**src/rtl/phold_mc_arbiter_pkg.sv**
```systemverilog
// Shared MC message constants, slice widths and payload structs for the phold
// memory-controller arbiter.
package phold_mc_arbiter_pkg;

   localparam int unsigned RQ_CMD_W  = 3;
   localparam int unsigned RQ_SCMD_W = 4;
   localparam int unsigned VADR_W    = 48;
   localparam int unsigned SIZE_W    = 2;
   localparam int unsigned DATA_W    = 64;
   localparam int unsigned CNT_W     = 4;

   // Request commands
   localparam logic [RQ_CMD_W-1:0] MCAE_CMD_RD8  = 3'd1;
   localparam logic [RQ_CMD_W-1:0] MCAE_CMD_WR8  = 3'd2;
   localparam logic [RQ_CMD_W-1:0] MCAE_CMD_RD64 = 3'd3;
   localparam logic [RQ_CMD_W-1:0] MCAE_CMD_WR64 = 3'd4;

   // Response commands
   localparam logic [RQ_CMD_W-1:0] MCAE_CMD_RD_DATA   = 3'd2;
   localparam logic [RQ_CMD_W-1:0] MCAE_CMD_WR_CMP    = 3'd3;
   localparam logic [RQ_CMD_W-1:0] MCAE_CMD_RD64_DATA = 3'd7;

   typedef struct packed {
      logic [RQ_CMD_W-1:0]  cmd;
      logic [RQ_SCMD_W-1:0] scmd;
      logic [VADR_W-1:0]    vadr;
      logic [SIZE_W-1:0]    size;
      logic [DATA_W-1:0]    data;
   } mc_rq_payload_t;

   typedef struct packed {
      logic [RQ_CMD_W-1:0]  cmd;
      logic [RQ_SCMD_W-1:0] scmd;
      logic [DATA_W-1:0]    data;
   } mc_rs_payload_t;

endpackage

```
**src/rtl/phold_rr_arbiter.sv**
```systemverilog
// Generic 2**NCB-way round-robin pick: first eligible index at or above ptr,
// wrapping modulo NC. Purely combinational; the pointer lives in the parent.
module phold_rr_arbiter #(
   parameter int unsigned NCB = 2
) (
   input  logic [2**NCB-1:0] elig,
   input  logic [NCB-1:0]    ptr,
   output logic [2**NCB-1:0] gnt_oh_c,
   output logic [NCB-1:0]    gnt_idx_c,
   output logic              any_c
);

   localparam int unsigned NC = 2**NCB;

   logic [NCB-1:0] cand;

   // Walk offsets from farthest to nearest so the closest eligible index wins.
   always_comb begin
      gnt_idx_c = '0;
      any_c     = 1'b0;
      cand      = '0;
      for (int k = int'(NC) - 1; k >= 0; k--) begin
         cand = ptr + NCB'(k);
         if (elig[cand]) begin
            gnt_idx_c = cand;
            any_c     = 1'b1;
         end
      end
      gnt_oh_c = any_c ? (NC'(1) << gnt_idx_c) : '0;
   end

endmodule

```
**src/rtl/phold_mc_arbiter.sv**
```systemverilog
// Shares one Convey MC request/response port among 2**NCB phold cores:
// round-robin request grants, rtnctl-tag response routing, per-core outstanding limit.
module phold_mc_arbiter
   import phold_mc_arbiter_pkg::*;
#(
   parameter int unsigned NCB             = 2,
   parameter int unsigned MC_RTNCTL_WIDTH = 32,
   parameter int unsigned MAX_OUT         = 4
) (
   input  logic                                  clk,
   input  logic                                  rst_n,

   input  logic [2**NCB-1:0]                     core_rq_vld,
   input  logic [RQ_CMD_W*(2**NCB)-1:0]          core_rq_cmd,
   input  logic [RQ_SCMD_W*(2**NCB)-1:0]         core_rq_scmd,
   input  logic [VADR_W*(2**NCB)-1:0]            core_rq_vadr,
   input  logic [SIZE_W*(2**NCB)-1:0]            core_rq_size,
   input  logic [MC_RTNCTL_WIDTH*(2**NCB)-1:0]   core_rq_rtnctl,
   input  logic [DATA_W*(2**NCB)-1:0]            core_rq_data,
   output logic [2**NCB-1:0]                     mem_gnt,

   output logic [2**NCB-1:0]                     core_rs_vld,
   output logic [RQ_CMD_W-1:0]                   core_rs_cmd,
   output logic [RQ_SCMD_W-1:0]                  core_rs_scmd,
   output logic [MC_RTNCTL_WIDTH-1:0]            core_rs_rtnctl,
   output logic [DATA_W-1:0]                     core_rs_data,
   input  logic [2**NCB-1:0]                     core_rs_stall,

   output logic                                  mc_rq_vld,
   output logic [RQ_CMD_W-1:0]                   mc_rq_cmd,
   output logic [RQ_SCMD_W-1:0]                  mc_rq_scmd,
   output logic [VADR_W-1:0]                     mc_rq_vadr,
   output logic [SIZE_W-1:0]                     mc_rq_size,
   output logic [MC_RTNCTL_WIDTH-1:0]            mc_rq_rtnctl,
   output logic [DATA_W-1:0]                     mc_rq_data,
   output logic                                  mc_rq_flush,
   input  logic                                  mc_rq_stall,

   input  logic                                  mc_rs_vld,
   input  logic [RQ_CMD_W-1:0]                   mc_rs_cmd,
   input  logic [RQ_SCMD_W-1:0]                  mc_rs_scmd,
   input  logic [MC_RTNCTL_WIDTH-1:0]            mc_rs_rtnctl,
   input  logic [DATA_W-1:0]                     mc_rs_data,
   output logic                                  mc_rs_stall
);

   localparam int unsigned NC = 2**NCB;
   localparam int unsigned RW = MC_RTNCTL_WIDTH;

   logic [NC-1:0]             gnt_q, gnt_d;
   logic [NCB-1:0]            ptr_q, ptr_d;
   logic [NC-1:0][CNT_W-1:0]  out_cnt_q, out_cnt_d;
   logic                      mc_rq_vld_q, mc_rq_vld_d;
   mc_rq_payload_t            rq_q, rq_d;
   logic [RW-1:0]             rq_rtnctl_q, rq_rtnctl_d;
   logic [NC-1:0]             rs_vld_q, rs_vld_d;
   mc_rs_payload_t            rs_q, rs_d;
   logic [RW-1:0]             rs_rtnctl_q, rs_rtnctl_d;

   logic [NC-1:0]             elig_c;
   logic [NC-1:0]             pick_oh_c;
   logic [NCB-1:0]            pick_idx_c;
   logic                      pick_any_c;
   mc_rq_payload_t            sel_pl_c;
   logic [RW-1:0]             sel_rtnctl_c;
   logic                      cnt_underflow_c;

   // A core just granted is masked for one cycle while its vld drops.
   always_comb begin
      elig_c = '0;
      for (int unsigned i = 0; i < NC; i++) begin
         elig_c[i] = core_rq_vld[i] && (out_cnt_q[i] < CNT_W'(MAX_OUT)) && !gnt_q[i];
      end
   end

   phold_rr_arbiter #(
      .NCB (NCB)
   ) u_rr (
      .elig      (elig_c),
      .ptr       (ptr_q),
      .gnt_oh_c  (pick_oh_c),
      .gnt_idx_c (pick_idx_c),
      .any_c     (pick_any_c)
   );

   // Mux the winner's request fields; the low rtnctl bits carry the core tag.
   always_comb begin
      sel_pl_c     = '0;
      sel_rtnctl_c = '0;
      for (int unsigned i = 0; i < NC; i++) begin
         if (pick_oh_c[i]) begin
            sel_pl_c.cmd  = core_rq_cmd[i*RQ_CMD_W +: RQ_CMD_W];
            sel_pl_c.scmd = core_rq_scmd[i*RQ_SCMD_W +: RQ_SCMD_W];
            sel_pl_c.vadr = core_rq_vadr[i*VADR_W +: VADR_W];
            sel_pl_c.size = core_rq_size[i*SIZE_W +: SIZE_W];
            sel_pl_c.data = core_rq_data[i*DATA_W +: DATA_W];
            sel_rtnctl_c  = core_rq_rtnctl[i*RW +: RW];
         end
      end
      sel_rtnctl_c[NCB-1:0] = pick_idx_c;
   end

   always_comb begin
      gnt_d       = '0;
      mc_rq_vld_d = 1'b0;
      ptr_d       = ptr_q;
      rq_d        = rq_q;
      rq_rtnctl_d = rq_rtnctl_q;
      if (!mc_rq_stall && pick_any_c) begin
         gnt_d       = pick_oh_c;
         mc_rq_vld_d = 1'b1;
         ptr_d       = pick_idx_c + NCB'(1);
         rq_d        = sel_pl_c;
         rq_rtnctl_d = sel_rtnctl_c;
      end
   end

   // Response steering by the core tag in rtnctl; payload is broadcast.
   always_comb begin
      rs_vld_d    = '0;
      rs_d        = rs_q;
      rs_rtnctl_d = rs_rtnctl_q;
      if (mc_rs_vld) begin
         rs_vld_d    = NC'(1) << mc_rs_rtnctl[NCB-1:0];
         rs_d.cmd    = mc_rs_cmd;
         rs_d.scmd   = mc_rs_scmd;
         rs_d.data   = mc_rs_data;
         rs_rtnctl_d = mc_rs_rtnctl;
      end
   end

   // Outstanding counters track issued grants against delivered responses.
   always_comb begin
      out_cnt_d       = out_cnt_q;
      cnt_underflow_c = 1'b0;
      for (int unsigned i = 0; i < NC; i++) begin
         case ({gnt_q[i], rs_vld_q[i]})
            2'b10: out_cnt_d[i] = out_cnt_q[i] + CNT_W'(1);
            2'b01: begin
               if (out_cnt_q[i] != '0) begin
                  out_cnt_d[i] = out_cnt_q[i] - CNT_W'(1);
               end else begin
                  cnt_underflow_c = 1'b1;
               end
            end
            default: ;
         endcase
      end
   end

   always_ff @(posedge clk or negedge rst_n) begin
      if (!rst_n) begin
         gnt_q       <= '0;
         ptr_q       <= '0;
         out_cnt_q   <= '0;
         mc_rq_vld_q <= 1'b0;
         rq_q        <= '0;
         rq_rtnctl_q <= '0;
         rs_vld_q    <= '0;
         rs_q        <= '0;
         rs_rtnctl_q <= '0;
      end else begin
         gnt_q       <= gnt_d;
         ptr_q       <= ptr_d;
         out_cnt_q   <= out_cnt_d;
         mc_rq_vld_q <= mc_rq_vld_d;
         rq_q        <= rq_d;
         rq_rtnctl_q <= rq_rtnctl_d;
         rs_vld_q    <= rs_vld_d;
         rs_q        <= rs_d;
         rs_rtnctl_q <= rs_rtnctl_d;
      end
   end

   // A response for a core with nothing outstanding means a lost or duplicated tag.
   a_no_cnt_underflow: assert property (@(posedge clk) disable iff (!rst_n) !cnt_underflow_c);

   assign mem_gnt        = gnt_q;
   assign mc_rq_vld      = mc_rq_vld_q;
   assign mc_rq_cmd      = rq_q.cmd;
   assign mc_rq_scmd     = rq_q.scmd;
   assign mc_rq_vadr     = rq_q.vadr;
   assign mc_rq_size     = rq_q.size;
   assign mc_rq_data     = rq_q.data;
   assign mc_rq_rtnctl   = rq_rtnctl_q;
   assign mc_rq_flush    = 1'b0;

   assign core_rs_vld    = rs_vld_q;
   assign core_rs_cmd    = rs_q.cmd;
   assign core_rs_scmd   = rs_q.scmd;
   assign core_rs_data   = rs_q.data;
   assign core_rs_rtnctl = rs_rtnctl_q;
   assign mc_rs_stall    = |core_rs_stall;

endmodule

```
**config.mk**
```make
export PLATFORM = sky130hd
export DESIGN_NAME = phold_mc_arbiter
export DESIGN_NICKNAME = d
export VERILOG_FILES = /design/src/rtl/phold_mc_arbiter_pkg.sv /design/src/rtl/phold_rr_arbiter.sv /design/src/rtl/phold_mc_arbiter.sv
export SDC_FILE = /design/constraint.sdc
export NUM_CORES = 1
export LEC_CHECK = 0
export ABC_CLOCK_PERIOD_IN_PS = 6600
export CORE_AREA = 2 2 391 393
export DETAILED_ROUTE_END_ITERATION = 10
export DIE_AREA = 0 0 393 395
export SLEW_MARGIN = 0
export SYNTH_ARGS = -nofsm -noshare
export SYNTH_HDL_FRONTEND = slang
export SYNTH_SLANG_ARGS = --single-unit
export TNS_END_PERCENT = 1
```
**constraint.sdc**
```tcl
create_clock -name clk -period 6.6 [get_ports clk]
set_input_delay 1.32 -clock clk [delete_from_list [all_inputs] [get_ports clk]]
set_output_delay 1.32 -clock clk [all_outputs]
set_load 0.05 [all_outputs]
```
==> flow_metrics.tcl <==
set metrics [dict create \
    cellPowerDensity_nw_per_um2 481 \
    core_um2 151000 \
    netlist_top_cells_area "dfrtp_1 45%, a21oi_1 15%, mux2_2 7.6%" \
    ant_nets 0 \
    fin_crit_sh 0.722 \
    yosysTopAreaCellShare 0.448 \
    layout_setup_ws_ps 1840 \
    clock_sinks 283 \
    die_h_um 395 \
    start_kind "input port" \
    htreeDepth 2 \
    grt_pass1_wl_mm 139 \
    final_nets 3555 \
    place_ws_ps 1240 \
    max_freq_mhz 210 \
    cp-end-kind "register" \
    place_area_um2 28100 \
    crit_slowest_cell "ha_4" \
    path_buf_inv 3 \
    yosysTopAreaCell "dfrtp_1" \
    drt-initial-drc-count 1051 \
    ys_types 35 \
    route.vias.total 17725 \
    ys_ff_latch 283 \
    grt_max_degree 99 \
    finClkSkew_ps 39.9 \
    r2r-end "mc_rq_vadr[30]" \
    clk_pin_slew_worst_paths_ps 60 \
    holdPathEnd "core_rs_rtnctl[26]" \
    clk_latency_ps 600 \
    slowest_delay_ps 760 \
    grt-ovfl-total 0 \
    final_max_slew_viol_count 0 \
    fin_crit_ps 4760 \
    setup_viol 0 \
    reg2reg_from "out_cnt_q[2]" \
    final_layout_size_suffix_gt1_frac 0.0866 \
    hp-start "core_rs_rtnctl[26]" \
    ir_worst_vdd_uv 248 \
    firstDrtPassIters 5 \
    syn_to_final_growth_pct 87.1 \
    worst-setup-path-type "in -> reg" \
    synth-seq-area-share 0.448 \
    cap_violations 0 \
    r2r_cells 10 \
    ctsResizeCount 0 \
    clockBufferDepth 3 \
    final_cell_area_um2 29600 \
    path_cells "clkdlybuf4s50_1, or4b_1, o21ai_0, o2bb2ai_1, ha_4, buf_4, buf_4, nand2_1, o21ai_0, a22oi_1, a21oi_1" \
    die_area_um2 155000 \
    tightest_slew_ps 982 \
    routed_via_density 3.63 \
    hold_buffers 0 \
    reg2reg_slack_ps 2560 \
    ios 994 \
    power.leakage_uw 0.0117 \
    relSlewSlack 0.343 \
    drc 0 \
    grt_pass1_vias 17312 \
    dpl.hpwl_mm 85.9 \
    wirelength_mm 106 \
    outcome "finished, final reports clean" \
    syn-cell-area_um2 15800 \
    fillers 16803 \
    synthCells 1895 \
    post-cts-setup-buffer-count 0 \
    antenna_found_initial 14 \
    cts_buffers 40 \
    grtUsageTotal 0.129 \
    crit_family "buffers and inverters" \
    die_x_um 393 \
    fp-row-count 143 \
    root_buffer "clkbuf_16" \
    rsz0062_at_grt "no" \
    crit_fanout 47 \
    cp.arrival_ps 5260 \
    hold_viol_final 0 \
    gp_congestion 0.947 \
    portBuffers 984 \
    crit_required_ps 7090 \
    initial_core_util 0.105 \
    syn_nets 2638 \
    syn_avg_cell_area_um2 8.34 \
    fin_setup_tns_ps 0 \
    yosys_warnings 0 \
    wl_per_cell_um 21.7 \
    min_path_cells 1 \
    worstHoldPathType "reg -> reg" \
    cts_tree "done" \
]
==> logic make-up after synthesis <==
| group | synth area share |
|---|---|
| buffers and inverters | 0.0849 |
| other | 0.000237 |
| xor gates and xnor gates | 0.00443 |
| AOI/OAI and AO/OA | 0.275 |
| DFF | 0.448 |
| adders and majority gates | 0.0146 |
| and+or+nand+nor | 0.0904 |
| muxes | 0.0819 |
==> placed cells by master, fill, tap and decap left out, types with 8 or more instances in the layout <==
cell	instances
clkdlybuf4s50_1	981
a21oi_1	467
dfrtp_1	283
inv_1	168
nor2_1	162
o21ai_0	159
nand2_1	152
a22oi_1	151
mux2_2	107
buf_4	47
clkbuf_16	40
buf_12	12
mux2i_1	9
nand2b_1	9
clkbuf_8	9
ha_1	8
==> state kept, by name, summed over array words and instances (netlist names) <==
register / count
core_rs_cmd: 3
core_rs_data: 64
core_rs_rtnctl: 32
core_rs_scmd: 4
core_rs_vld: 4
mc_rq_cmd: 3
mc_rq_data: 64
mc_rq_rtnctl: 32
mc_rq_scmd: 4
mc_rq_size: 2
mc_rq_vadr: 48
mc_rq_vld: 1
mem_gnt: 4
out_cnt_q: 16
ptr_q: 2
==> metrics by stage <==
step | hold slack, ps | power, uW | utilization | std cells
CTS | 507 | 14500 | 0.196 | 4872
floorplan | 466 | 7820 | - | 1895
detailed placement | 495 | 12000 | 0.186 | 4800
global route | 515 | 15100 | 0.196 | 4876
finish | 503 | 14200 | 0.196 | 4877
global placement | 484 | 12000 | 0.186 | 4800
==> cell type report <==
type	instances	area [um2]	share of cell area
inverter	168	631	0.0213
antenna	5	12.5	0.000423
clock inverter	20	314	0.0106
tap	2030	2540	0.0859
sequential	283	7080	0.239
timing repair buffer	1041	10400	0.353
multi-input combinational	1278	7430	0.251
clock buffer	52	1140	0.0384
==> cells in the mapped netlist <==
library cell,instances
nand2_1,152
buf_2,22
a21o_1,4
and3_1,1
and3b_1,1
nor3b_1,1
and2_1,4
clkbuf_1,116
buf_4,14
inv_1,168
xnor2_1,4
nand2b_1,9
a22oi_1,151
nor2_1,162
or2_2,5
ha_1,12
a41oi_4,1
xor2_1,4
conb_1,1
or4_1,1
a21oi_1,467
a211oi_1,2
nor4b_1,2
dfrtp_1,283
nor4_1,4
mux2i_1,9
buf_6,1
fa_1,4
o22ai_1,1
mux2_2,107
o21ai_0,159
o2bb2ai_1,1
or4b_1,4
buf_1,13
nor3_1,5
==> power breakdown <==
part / internal [uW] / switching, uW
clock: 1460 / 950
combinational: 2920 / 6140
sequential: 2360 / 386
total: 6740 / 7480
==> worst max path at each step <==
stage | startpoint | end | slack, ps | cells past startpoint
after floorplan | core_rq_vld[3] | mc_rq_cmd[0] | 2750 | 11
after global placement | core_rq_vld[0] | mc_rq_data[0] | 1250 | 11
after detailed placement | core_rq_vld[0] | mc_rq_rtnctl[20] | 1240 | 12
after CTS | core_rq_vld[0] | mc_rq_vadr[30] | 1880 | 11
after global routing | core_rq_vld[0] | mc_rq_rtnctl[20] | 1620 | 12
final | core_rq_vld[0] | mc_rq_vadr[30] | 1840 | 11
==> layer usage <==
layer  track usage  vias up  part of all wire
met4        0.0454        8             0.033
met3        0.0388      103             0.083
met1         0.155     8528              0.41
li1              -     8370                 -
met2         0.216      716              0.47
met5             0        -           0.00054
No activity file was read; power rests on OpenSTA's default activity.
==> patch (same settings) <==
Make the reset (`rst_n`) synchronous in one clocked block.
--- a/src/rtl/phold_mc_arbiter.sv
+++ b/src/rtl/phold_mc_arbiter.sv
@@ -149,5 +149,5 @@
    end
 
-   always_ff @(posedge clk or negedge rst_n) begin
+   always_ff @(posedge clk) begin
       if (!rst_n) begin
          gnt_q       <= '0;
Formal check against the unedited RTL: differs if rst_n is asserted again (counterexample within 4 cycles, from zero or initial values and one cycle with rst_n low); with rst_n held inactive, the same outputs for 4 cycles.
==> patch against the original RTL <==
  * Final area shrank 3.3%
  * Fmax shrank 4.9%
  * Sequential share of layout area fell by 4.1 points
  * Sequential cell count did not move
  * Clock skew shrank 0.015 ns
  * Setup slack worse by 0.25 ns
  * Count of clock-buffer cells in the layout down 2
  * Register-to-register slack got worse by 0.17 ns
  * Routed wire length down 7.7%
  * Worst hold slack worse by 0.043 ns
  * Area after synthesis shrank 4.3%
  * Critical endpoint is now mc_rq_rtnctl[6]
Power is not compared: it rests on default switching activity, and its combinational part moved more than twofold at a synthesized area within 25%.
==> patch: results (changes against the original RTL) <==
outcome: "complete, no violations"
drt-met1-wl_mm: 41.10  # -5.0%
clk_path_buf_depth: 3  # unchanged
slew_headroom_pct: 27.13  # -7.2 points
place_area_um2: 27240  # -3.1%
ys_top_cells_by_area: "dfxtp_1 37%, a21oi_1 10%, o2bb2ai_1 8.1%"
syn-mean-instance-area_um2: 8.119  # -2.7%
rr_startpoint: "out_cnt_q[3]"
worstReg2RegEnd: "mc_rq_rtnctl[6]"
grt_max_degree: 96  # -3.0%
synth.yosys.seq_area_share_pct: 37.47  # -7.3 points
dp_slack_ns: 1.146  # -0.09261 ns
fillers: 16880  # +0.45%
cp_max_fo: 45  # -4.3%
grt_pass1_vias: 16910  # -2.3%
post_cts_resized: 0  # unchanged
synth_common_cells: "301 x a21oi_1, 283 x dfxtp_1, 164 x inv_1"
critPathKind: "in2reg"
cp_data_arrival_time_ns: 5.43  # +0.17 ns
crit_slowest_cell: "o32ai_1"
syn_nets: 2605  # -1.3%
wl_met3_mm: 7.962  # -9.4%
use_met1_pct: 14.70  # -0.76 points
root_buffer: "clkbuf_16"
async_flop_share_pct: 0  # -100 points
grt_pass1_wl_mm: 130.4  # -6.1%
ys_types: 45  # +29%
yosys_most_used_dff: "dfxtp_1"
grt_usage_pct: 11.83  # -1.1 points
worst-r2r-cell-count: 9  # -1
met3_usage_pct: 3.314  # -0.57 points
antenna_found_initial: 20  # +6
clock_skew_ns: 0.02485  # -0.01504 ns
htree_levels: 2  # unchanged
wire_per_inst_um: 20.27  # -6.6%
clkTransAtPathRegs_ns: 0.05
viasPerCell: 3.619  # -0.42%
r2r_slack_ns: 2.39  # -0.17 ns
met2_length_mm: 44.82  # -11%
path_delay_family: "compound AO/OA/AOI/OAI gates"
place_inst: 4746  # -1.1%
drt_iter0_drc: 1099  # +4.6%
worstHoldStart: "mc_rq_rtnctl[27]"
grtUsageMet2_pct: 19.23  # -2.4 points
gp_congestion: 0.9678  # +2.2%
finalNonFillerCells: 4817  # -1.2%
nNetsFinal: 3501  # -1.5%
drive_above_1_share_pct: 4.955  # -3.7 points
dr.max_layer_used: "met5"
period_share_pct: 75.91  # +3.7 points
slowest_delay_ns: 0.72  # -0.04 ns
detailed_place_hpwl_mm: 77.96  # -9.3%
cts_inserted_buffers: 40  # unchanged
==> patch: cells by family after synthesis <==
logic type | synth area share [%]
flops | 37.47
other cells | 0.02480
buf+inv | 9.244
xor+xnor | 0.4635
mux | 7.548
compound gates | 33.29
fa+ha+maj | 1.523
simple gates | 10.44
==> patch: worst min-delay path by stage <==
| stage | slack, ns | end |
|---|---|---|
| CTS | 0.46 | mc_rq_rtnctl[27] |
| global route | 0.47 | mc_rq_vadr[31] |
| finish | 0.46 | mc_rq_rtnctl[27] |
| floorplan | 0.47 | out_cnt_q[11] |
| global placement | 0.45 | mc_rq_rtnctl[21] |
| detailed placement | 0.45 | mc_rq_data[63] |
==> patch: layout make-up <==
cell class              count  area (um^2)  area share [%]
well taps                2030         2540           8.880
flip-flops and latches    283         5665           19.81
repair buffers           1032        10300           36.00
inverters                 164        615.6           2.152
clock inverters            19        246.5          0.8617
clock buffers              50         1109           3.876
multi-input cells        1237         8127           28.41
diodes                      2        5.005         0.01750
